<file path="src/rtl/alu_mc_if.sv">
// ============================================================================
//  Module      : alu_mc_if
//  Description : Request/response bundle for the multi-cycle ALU.
//  Revision    : 1.0 - initial release
// ============================================================================
`default_nettype none

interface alu_mc_if #(
    parameter int BIT_WIDTH = 32
);
    logic                 in_valid;
    logic                 in_ready;
    logic [3:0]           op;
    logic [BIT_WIDTH-1:0] a;
    logic [BIT_WIDTH-1:0] b;
    logic [BIT_WIDTH-1:0] pc;
    logic                 out_valid;
    logic                 out_ready;
    logic [BIT_WIDTH-1:0] r;
    logic                 flag_z;
    logic                 flag_c;

    modport master (
        output in_valid, op, a, b, pc, out_ready,
        input  in_ready, out_valid, r, flag_z, flag_c
    );

    modport slave (
        input  in_valid, op, a, b, pc, out_ready,
        output in_ready, out_valid, r, flag_z, flag_c
    );
endinterface

`default_nettype wire

</file>
<file path="src/rtl/alu_mc.sv">
// ============================================================================
//  Module      : alu_mc
//  Description : ALU with single-cycle logic/arithmetic ops and iterative
//                shift-add multiply / restoring unsigned divide.
//  Revision    : 1.0 - initial release
// ============================================================================
`default_nettype none

module alu_mc #(
    parameter int BIT_WIDTH = 32
) (
    input  logic     clk,
    input  logic     rst,
    alu_mc_if.slave  bus
);
    typedef enum logic [1:0] {
        S_IDLE = 2'd0,
        S_CALC = 2'd1,
        S_DONE = 2'd2
    } state_t;

    localparam int                   c_CNT_W    = (BIT_WIDTH > 2) ? $clog2(BIT_WIDTH) : 1;
    localparam logic [c_CNT_W-1:0]   c_CNT_LAST = c_CNT_W'(BIT_WIDTH - 1);
    localparam logic [c_CNT_W-1:0]   c_CNT_ONE  = c_CNT_W'(1);
    localparam logic [BIT_WIDTH-1:0] c_ONE      = BIT_WIDTH'(1);

    localparam logic [3:0] c_OP_CP   = 4'd0;
    localparam logic [3:0] c_OP_ADD  = 4'd1;
    localparam logic [3:0] c_OP_SUB  = 4'd2;
    localparam logic [3:0] c_OP_NOT  = 4'd3;
    localparam logic [3:0] c_OP_AND  = 4'd4;
    localparam logic [3:0] c_OP_OR   = 4'd5;
    localparam logic [3:0] c_OP_XOR  = 4'd6;
    localparam logic [3:0] c_OP_RSH  = 4'd7;
    localparam logic [3:0] c_OP_LSH  = 4'd8;
    localparam logic [3:0] c_OP_CMPG = 4'd9;
    localparam logic [3:0] c_OP_CMPE = 4'd10;
    localparam logic [3:0] c_OP_CMPL = 4'd11;
    localparam logic [3:0] c_OP_OUTT = 4'd12;
    localparam logic [3:0] c_OP_OUTF = 4'd13;
    localparam logic [3:0] c_OP_MUL  = 4'd14;
    localparam logic [3:0] c_OP_DIVU = 4'd15;

    state_t               r_state;
    state_t               w_state_nxt;
    logic [c_CNT_W-1:0]   r_cnt;
    logic                 r_is_div;
    logic [BIT_WIDTH-1:0] r_a;      // multiplicand (MUL) or dividend/quotient shifter (DIVU)
    logic [BIT_WIDTH-1:0] r_b;      // multiplier shifter (MUL) or divisor (DIVU)
    logic [BIT_WIDTH-1:0] r_acc;    // product accumulator (MUL) or partial remainder (DIVU)
    logic [BIT_WIDTH-1:0] r_res;
    logic                 r_z;
    logic                 r_c;

    logic                 w_accept;
    logic                 w_multicycle;
    logic                 w_last;
    logic [BIT_WIDTH:0]   w_add;
    logic [BIT_WIDTH:0]   w_sub;
    logic [BIT_WIDTH-1:0] w_pc_inc;
    logic [BIT_WIDTH-1:0] w_res;
    logic                 w_c;
    logic [BIT_WIDTH:0]   w_rem_sh;
    logic [BIT_WIDTH:0]   w_diff;
    logic                 w_ge;
    logic [BIT_WIDTH-1:0] w_rem_nxt;
    logic [BIT_WIDTH-1:0] w_quo_nxt;
    logic [BIT_WIDTH-1:0] w_prod_nxt;
    logic [BIT_WIDTH-1:0] w_mc_res;

    assign w_accept     = bus.in_valid && (r_state == S_IDLE);
    assign w_multicycle = (bus.op == c_OP_MUL) || (bus.op == c_OP_DIVU);
    assign w_last       = (r_cnt == c_CNT_LAST);

    assign w_add    = {1'b0, bus.a} + {1'b0, bus.b};
    assign w_sub    = {1'b0, bus.a} - {1'b0, bus.b};
    assign w_pc_inc = bus.pc + c_ONE;

    always_comb begin
        w_res = '0;
        w_c   = 1'b0;
        case (bus.op)
            c_OP_CP:   w_res = bus.a;
            c_OP_ADD:  begin w_res = w_add[BIT_WIDTH-1:0]; w_c = w_add[BIT_WIDTH]; end
            c_OP_SUB:  begin w_res = w_sub[BIT_WIDTH-1:0]; w_c = w_sub[BIT_WIDTH]; end
            c_OP_NOT:  w_res = ~bus.a;
            c_OP_AND:  w_res = bus.a & bus.b;
            c_OP_OR:   w_res = bus.a | bus.b;
            c_OP_XOR:  w_res = bus.a ^ bus.b;
            c_OP_RSH:  w_res = bus.a >> 1;
            c_OP_LSH:  w_res = bus.a << 1;
            c_OP_CMPG: w_res = {BIT_WIDTH{bus.a > bus.b}};
            c_OP_CMPE: w_res = {BIT_WIDTH{bus.a == bus.b}};
            c_OP_CMPL: w_res = {BIT_WIDTH{bus.a < bus.b}};
            c_OP_OUTT: w_res = (&bus.a) ? bus.b : w_pc_inc;
            c_OP_OUTF: w_res = (bus.a == '0) ? bus.b : w_pc_inc;
            default:   w_res = '0;
        endcase
    end

    // Restoring-division step: the trial difference's top bit is the borrow,
    // since the shifted remainder is always below twice the divisor.
    assign w_rem_sh   = {r_acc, r_a[BIT_WIDTH-1]};
    assign w_diff     = w_rem_sh - {1'b0, r_b};
    assign w_ge       = ~w_diff[BIT_WIDTH];
    assign w_rem_nxt  = w_ge ? w_diff[BIT_WIDTH-1:0] : w_rem_sh[BIT_WIDTH-1:0];
    assign w_quo_nxt  = {r_a[BIT_WIDTH-2:0], w_ge};
    assign w_prod_nxt = r_b[0] ? (r_acc + r_a) : r_acc;
    assign w_mc_res   = r_is_div ? w_quo_nxt : w_prod_nxt;

    always_ff @(posedge clk or posedge rst) begin
        if (rst) begin
            r_state <= S_IDLE;
        end else begin
            r_state <= w_state_nxt;
        end
    end

    always_comb begin
        w_state_nxt = r_state;
        case (r_state)
            S_IDLE:  if (bus.in_valid) w_state_nxt = w_multicycle ? S_CALC : S_DONE;
            S_CALC:  if (w_last) w_state_nxt = S_DONE;
            S_DONE:  if (bus.out_ready) w_state_nxt = S_IDLE;
            default: w_state_nxt = S_IDLE;
        endcase
    end

    always_ff @(posedge clk or posedge rst) begin
        if (rst) begin
            r_cnt    <= '0;
            r_is_div <= 1'b0;
            r_a      <= '0;
            r_b      <= '0;
            r_acc    <= '0;
            r_res    <= '0;
            r_z      <= 1'b0;
            r_c      <= 1'b0;
        end else if (w_accept) begin
            if (w_multicycle) begin
                r_cnt    <= '0;
                r_is_div <= bus.op[0];
                r_a      <= bus.a;
                r_b      <= bus.b;
                r_acc    <= '0;
            end else begin
                r_res <= w_res;
                r_z   <= (w_res == '0);
                r_c   <= w_c;
            end
        end else if (r_state == S_CALC) begin
            if (r_is_div) begin
                r_acc <= w_rem_nxt;
                r_a   <= w_quo_nxt;
            end else begin
                r_acc <= w_prod_nxt;
                r_a   <= r_a << 1;
                r_b   <= r_b >> 1;
            end
            if (w_last) begin
                r_cnt <= '0;
                r_res <= w_mc_res;
                r_z   <= (w_mc_res == '0);
                r_c   <= 1'b0;
            end else begin
                r_cnt <= r_cnt + c_CNT_ONE;
            end
        end
    end

    assign bus.in_ready  = (r_state == S_IDLE);
    assign bus.out_valid = (r_state == S_DONE);
    assign bus.r         = r_res;
    assign bus.flag_z    = r_z;
    assign bus.flag_c    = r_c;

endmodule

`default_nettype wire

</file>
<file path="src/flat_wrapper.sv">
// flat-port wrapper written by rule: the top's interface ports become plain ports
module alu_mc_flat 
#(
    parameter int BIT_WIDTH = 32
)
  (clk, rst, bus_in_valid, bus_op, bus_a, bus_b, bus_pc, bus_out_ready, bus_in_ready, bus_out_valid, bus_r, bus_flag_z, bus_flag_c);
  alu_mc_if #(.BIT_WIDTH(BIT_WIDTH)) bus_i ();
  input  logic clk;
  input  logic rst;
  input wire logic [$bits(bus_i.in_valid)-1:0] bus_in_valid;
  input wire logic [$bits(bus_i.op)-1:0] bus_op;
  input wire logic [$bits(bus_i.a)-1:0] bus_a;
  input wire logic [$bits(bus_i.b)-1:0] bus_b;
  input wire logic [$bits(bus_i.pc)-1:0] bus_pc;
  input wire logic [$bits(bus_i.out_ready)-1:0] bus_out_ready;
  output wire logic [$bits(bus_i.in_ready)-1:0] bus_in_ready;
  output wire logic [$bits(bus_i.out_valid)-1:0] bus_out_valid;
  output wire logic [$bits(bus_i.r)-1:0] bus_r;
  output wire logic [$bits(bus_i.flag_z)-1:0] bus_flag_z;
  output wire logic [$bits(bus_i.flag_c)-1:0] bus_flag_c;
  assign bus_i.in_valid = bus_in_valid;
  assign bus_i.op = bus_op;
  assign bus_i.a = bus_a;
  assign bus_i.b = bus_b;
  assign bus_i.pc = bus_pc;
  assign bus_i.out_ready = bus_out_ready;
  assign bus_in_ready = bus_i.in_ready;
  assign bus_out_valid = bus_i.out_valid;
  assign bus_r = bus_i.r;
  assign bus_flag_z = bus_i.flag_z;
  assign bus_flag_c = bus_i.flag_c;
  alu_mc #(.BIT_WIDTH(BIT_WIDTH)) u_core (.clk(clk), .rst(rst), .bus(bus_i));
endmodule
</file>
<file path="config.mk">
export PLATFORM = sky130hd
export DESIGN_NAME = alu_mc_flat
export DESIGN_NICKNAME = d
export VERILOG_FILES = /design/src/rtl/alu_mc_if.sv /design/src/rtl/alu_mc.sv /design/src/flat_wrapper.sv
export SDC_FILE = /design/constraint.sdc
export NUM_CORES = 1
export LEC_CHECK = 0
export ABC_CLOCK_PERIOD_IN_PS = 5100
export CORE_UTILIZATION = 50
export CTS_CLUSTER_DIAMETER = 120
export DETAILED_ROUTE_END_ITERATION = 8
export GPL_ROUTABILITY_DRIVEN = 0
export HOLD_SLACK_MARGIN = 0.06
export PLACE_DENSITY = 0.7
export SYNTH_ARGS = -nofsm -noshare
export SYNTH_HDL_FRONTEND = slang
export SYNTH_SLANG_ARGS = --single-unit
</file>
<file path="constraint.sdc">
create_clock -name clk -period 5.1 [get_ports clk]
set_input_delay 1.02 -clock clk [delete_from_list [all_inputs] [get_ports clk]]
set_output_delay 1.02 -clock clk [all_outputs]
set_load 0.03 [all_outputs]
</file>
Word level (Yosys, flattened, before mapping)
Index checks and enable logic that the tools add are counted.
- divide/modulo/power cells: 0
- $add $sub $neg: 6
- multiply operators: 0
- bitwise operators: 5
- order comparisons: 2
- reductions and logical operators: 15
- equality and inequality tests: 25
- muxes and demuxes: 40
- shift operators: 0
- operators by type and width (kind ; number):
    32-bit two-way mux ; 20
    32-bit one-hot mux with 14 select lines ; 1
    32-bit logical NOT ; 3
    32-bit by 32-bit adder with 33-bit output ; 1
    32-bit by 32-bit subtractor with 33-bit output ; 1
    33-bit by 32-bit subtractor with 33-bit output ; 1
    32-bit by 1-bit adder with 32-bit output, second input constant ; 1
    32-bit adder ; 1
    32-bit bitwise AND ; 1
    32-bit equality test ; 1
    4-bit equality test, second input constant ; 8
    32-bit > comparator ; 1
    32-bit < comparator ; 1
    32-bit inverter ; 1
    32-bit OR ; 1
    32-bit AND reduction ; 1
    32-bit XOR ; 1
    5-bit two-way mux ; 4
    4-bit by 3-bit equality test with 1-bit output, second input constant ; 4
    2-bit != test, second input constant ; 5
    1-bit two-way mux ; 9
    3-bit AND reduction ; 3
    4-bit by 2-bit equality test with 1-bit output, second input constant ; 2
    2-bit two-way mux ; 4
    other kinds (15) ; 17
- register bits after elaboration: 138
- word-level logic and storage cells: 102
- memories kept: 0
- bits in latches: 0
- bits in writable memories: 0
- memory bits (read-only): 0

Logic depth before layout (Yosys ltp)
- word-level depth: 7
- depth in mapped cells: 17
- mapped depth without buffers: 16

Worst setup path before layout
No wires, ideal clock.
- path kind: input to register
- from: in bus_a[5]
- to: reg u_core.r_z (netlist: u_core.bus.flag_z)
- path slack: 880 ps
- stages: 17
- required time: 5024 ps
- data arrival time: 4143 ps
- setup time: 76 ps
- cells stage by stage: clkbuf_2 inv_1 ha_1 buf_2 nand2_2 nor3b_1 o31ai_1 and3b_1 buf_2 o31a_1 o31ai_1 mux2i_1 nor4b_2 or4b_1 nor4_1 nand3_1 o21ai_1
- cells in the longest elaborated chain, start to end: 6
- elaborated cells on any way between the ends: 17
- classes of those cells: add/sub: 2; order compare: 2; eq/ne: 1; mux: 5; bitwise: 4; reduce/logical: 3
- ends and longest elaborated chain (element ; RTL line ; RTL):
    start, declared ; flat_wrapper.sv:12 ; input wire logic [$bits(bus_i.a)-1:0] bus_a;
    parallel branches: the longest is 2 deep, another holds 32-bit by 32-bit subtractor with 33-bit output ; - ;
    32-bit one-hot mux with 14 select lines * ; alu_mc.sv:82 ; case (bus.op)
    32-bit logical NOT * ; alu_mc.sv:148 ; r_z <= (w_res == '0);
    1-bit two-way mux * ; alu_mc.sv:140 ; if (w_multicycle) begin
    1-bit two-way mux * ; alu_mc.sv:139 ; end else if (w_accept) begin
    end signal, assigned ; alu_mc.sv:148 ;
    end signal, assigned ; alu_mc.sv:163 ; r_z <= (w_mc_res == '0);
    end, declared ; alu_mc.sv:52 ; logic r_z;
Mark *: on every way between the ends. The select of a mux whose other input is x is not followed.
A chain may end at the register's enable or synchronous reset.

Worst setup path in the final report
- from: in bus_a[1]
- to: reg u_core.r_z (netlist: u_core.bus.flag_z)
The elaborated chain is that of the path after synthesis.

==> run summary <==
Yosys reg bits = 138
FF-to-FF setup slack = 0.37 ns
TritonCTS Sinks = 138
CTS clock-pin slew for the worst setup and hold paths = 0.06 ns
Worst slew margin = 29.75%
count leader, synth = nor2_1
Max Transition Viols Final = 0
mapped cell area = 0.01847 mm^2
Antenna diodes = 0
Die Height = 194.2 um
CTS buffer count = 17
final hold slack = 0.4808 ns
CTS Buffer Depth = 2
DR vias = 21.77k
I/O Buffers = 139
Seq/Total Area, Yosys = 18.70%
DRT iter0 DRCs = 3,776
Power Total = 10.94 mW
slowest stage delay, CP = 0.51 ns
Detailed Route WL = 75.98 mm
share of layout cells above drive strength 1 = 12.27%
DRC = 0
critical path type = input port to register
most frequent cell on the critical path = buf_4
post-cts sizing count = 0
Worst Slack Setup Final = 0.1531 ns
RR Startpoint = u_core.r_a[31]
CTS tree = built
syn avg cell area = 7.427 um^2
clk root buf = clkbuf_16
HP Class = register to register
htree depth = 4
drt pass-1 iters = 6
R2R depth = 17
initial antenna violation count = 1
status = finished, final reports clean
Layout area overhead = 19.58%
Final Hold Violating Endpoints = 0
Critical Path AT = 5.31 ns
CP Buf/Inv Count = 5
final setup fails = 0
MaxCap Viol Count = 0
Pleak = 9.737 nW
wire length per cell = 23.88 um
synthesized net count = 2,761
ranking of synthesized cells by area = dfrtp_1, ha_1, a21oi_1
final antenna-violating net count = 0
Worst setup SP type = input port
WP data required = 5.47 ns
ys flop type = dfrtp_1
detailed-placement wirelength estimate = 59.15 mm
row cnt = 70
Post-synth ARST share = 100.0%
Ys Warns = 0
Post-synth EDFFs = 0
Worst-Margin Slew = 1.051 ns
WP depth = 16
min Tclk post-route = 4.947 ns
commonest cells in the netlist = nor2_1, a21oi_1, nand2_1
vias in the first global route = 20.72k
setup bufs post-CTS = 0
RSZ-0062 raised after global routing = no
Core Area = 0.03652 mm^2
Fmax = 202.1 MHz
crit-path cells = clkdlybuf4s50_1, buf_4, buf_4, nor4_1, nand4_1, nor2_2, o2bb2ai_2, buf_4, a221oi_1, o211ai_1, nor4_1, buf_4, nand4_1, nor4_1, nand3_1, o21ai_1
area leader, netlist = dfrtp_1
crit path capture type = register
Die X = 194.2 um
final setup skew = 0.01241 ns
PD cells = 495.1 mW/mm^2
CP endpoint = u_core.bus.flag_z
GRT Total Usage = 39.44%
Layout Nets = 2,975
pre-CTS WS = -0.03840 ns
grt ovf = 0
CP max-delay cell = nor4_1
Yosys top cell area share = 18.70%
die area = 0.03772 mm^2
Via density = 6.843
largest net degree at the start of global routing = 77
Hold Path Depth = 1
hold_buf cts = 0
boundary pin count = 140
CP max FO = 13
first-pass GRT wire length = 116.8 mm
Initial Utilization = 50.58%
Tcrit/Tclk final = 97.00%
Worst-Skew Late Latency = 0.45 ns
Critical Path Source = bus_a[1]
reg2reg end = u_core.bus.flag_z
Cells after Synth = 2,487
Max VDD drop = 0.3531 mV
CP delay by family, top = simple AND/OR/NAND/NOR gates
Unique masters post-synth = 108
how the worst min path moves through the flow:
stage               slack [ns]             start          endpoint
floorplan                 0.45    u_core.r_b[31]    u_core.r_b[31]
global placement          0.47    u_core.r_b[31]    u_core.r_b[31]
detailed placement        0.47   u_core.bus.r[1]   u_core.bus.r[1]
CTS                       0.49   u_core.bus.r[1]   u_core.bus.r[1]
global route              0.50   u_core.bus.r[1]   u_core.bus.r[1]
finish                    0.48  u_core.bus.r[17]  u_core.bus.r[17]
through the flow:
stage	cells	utilization, %	setup TNS (ns)	instance area (um^2)
2_1_floorplan	2487	-	0	18470
3_3_place_gp	3150	58.89	0	21510
3_5_place_dp	3150	58.89	-0.03840	21510
4_1_cts	3182	60.48	0	22090
5_1_grt	3182	60.48	0	22090
6_report	3182	60.48	0	22090
metal layers:
metal / share of wire [%] / vias up / global-route usage (%)
met2: 43 / 1557 / 60.55
met5: 0.017 / - / 0
met1: 39 / 10190 / 51.59
li1: - / 9707 / -
met4: 5.9 / 2 / 21.22
met3: 13 / 321 / 8.645
where the power goes:
part           switching, mW  internal [mW]
logic                   4.56           3.05
registers              0.549           1.54
clock network          0.516          0.722
flip-flops by register name, indices dropped and copies added (netlist names):
name and cells:
u_core.bus.flag_c 1, u_core.r_acc 32, u_core.bus.r 32, u_core.r_state 2, u_core.bus.flag_z 1, u_core.r_is_div 1, u_core.r_b 32, u_core.r_a 32
u_core.r_cnt 5
final cells by class:
cell class / instances / area (um^2)
well taps: 468 / 585.6
clock buffers: 19 / 432.9
multi-input cells: 2018 / 13740
repair buffers: 361 / 3103
flip-flops and latches: 138 / 3455
clock inverters: 13 / 146.4
fillers: 3271 / 14430
inverters: 165 / 626.9
worst reg2reg max path: cells and delay by family, from the launching register on:
family                     cells  cell delay (ns)
AOI/OAI and AO/OA              9             2.36
xor gates and xnor gates       1             0.23
adders and majority gates      2             0.66
buffers and inverters          3             0.53
DFF                            1             0.45
and+or+nand+nor                2             0.43
cell families after synthesis:
kind of cell | Yosys count | synth area share (%)
adder cells (fa/ha/maj) | 170 | 11.68
buffers and inverters | 331 | 7.288
AO/OA/AOI/OAI | 908 | 33.77
flip-flops | 138 | 18.70
AND/OR/NAND/NOR | 782 | 20.42
multiplexers | 64 | 3.651
XOR/XNOR | 94 | 4.498
cell usage in the layout, fill, tap and decap left out, drive strengths merged, types with 11 or more instances in the layout:
cell type / n
nor4: 35
nand2b: 22
o21bai: 13
a21oi: 242
o22ai: 48
a2bb2oi: 11
and3: 20
nand3: 54
o211ai: 21
nand4: 39
clkbuf: 19
inv: 166
ha: 166
o221ai: 21
xnor2: 63
dfrtp: 138
clkdlybuf4s50: 138
buf: 223
a221oi: 37
nor3: 58
or2: 11
o21ai: 150
nand2: 180
mux2i: 55
nor2: 269
a211o: 12
nor2b: 23
xor2: 31
o2111ai: 14
or3: 20
a221o: 24
a21o: 49
a32o: 11
a22oi: 36
a211oi: 73
a31oi: 18
o21a: 17
and2: 13
o31ai: 23
Note: power is estimated with default switching activity, not from simulation.
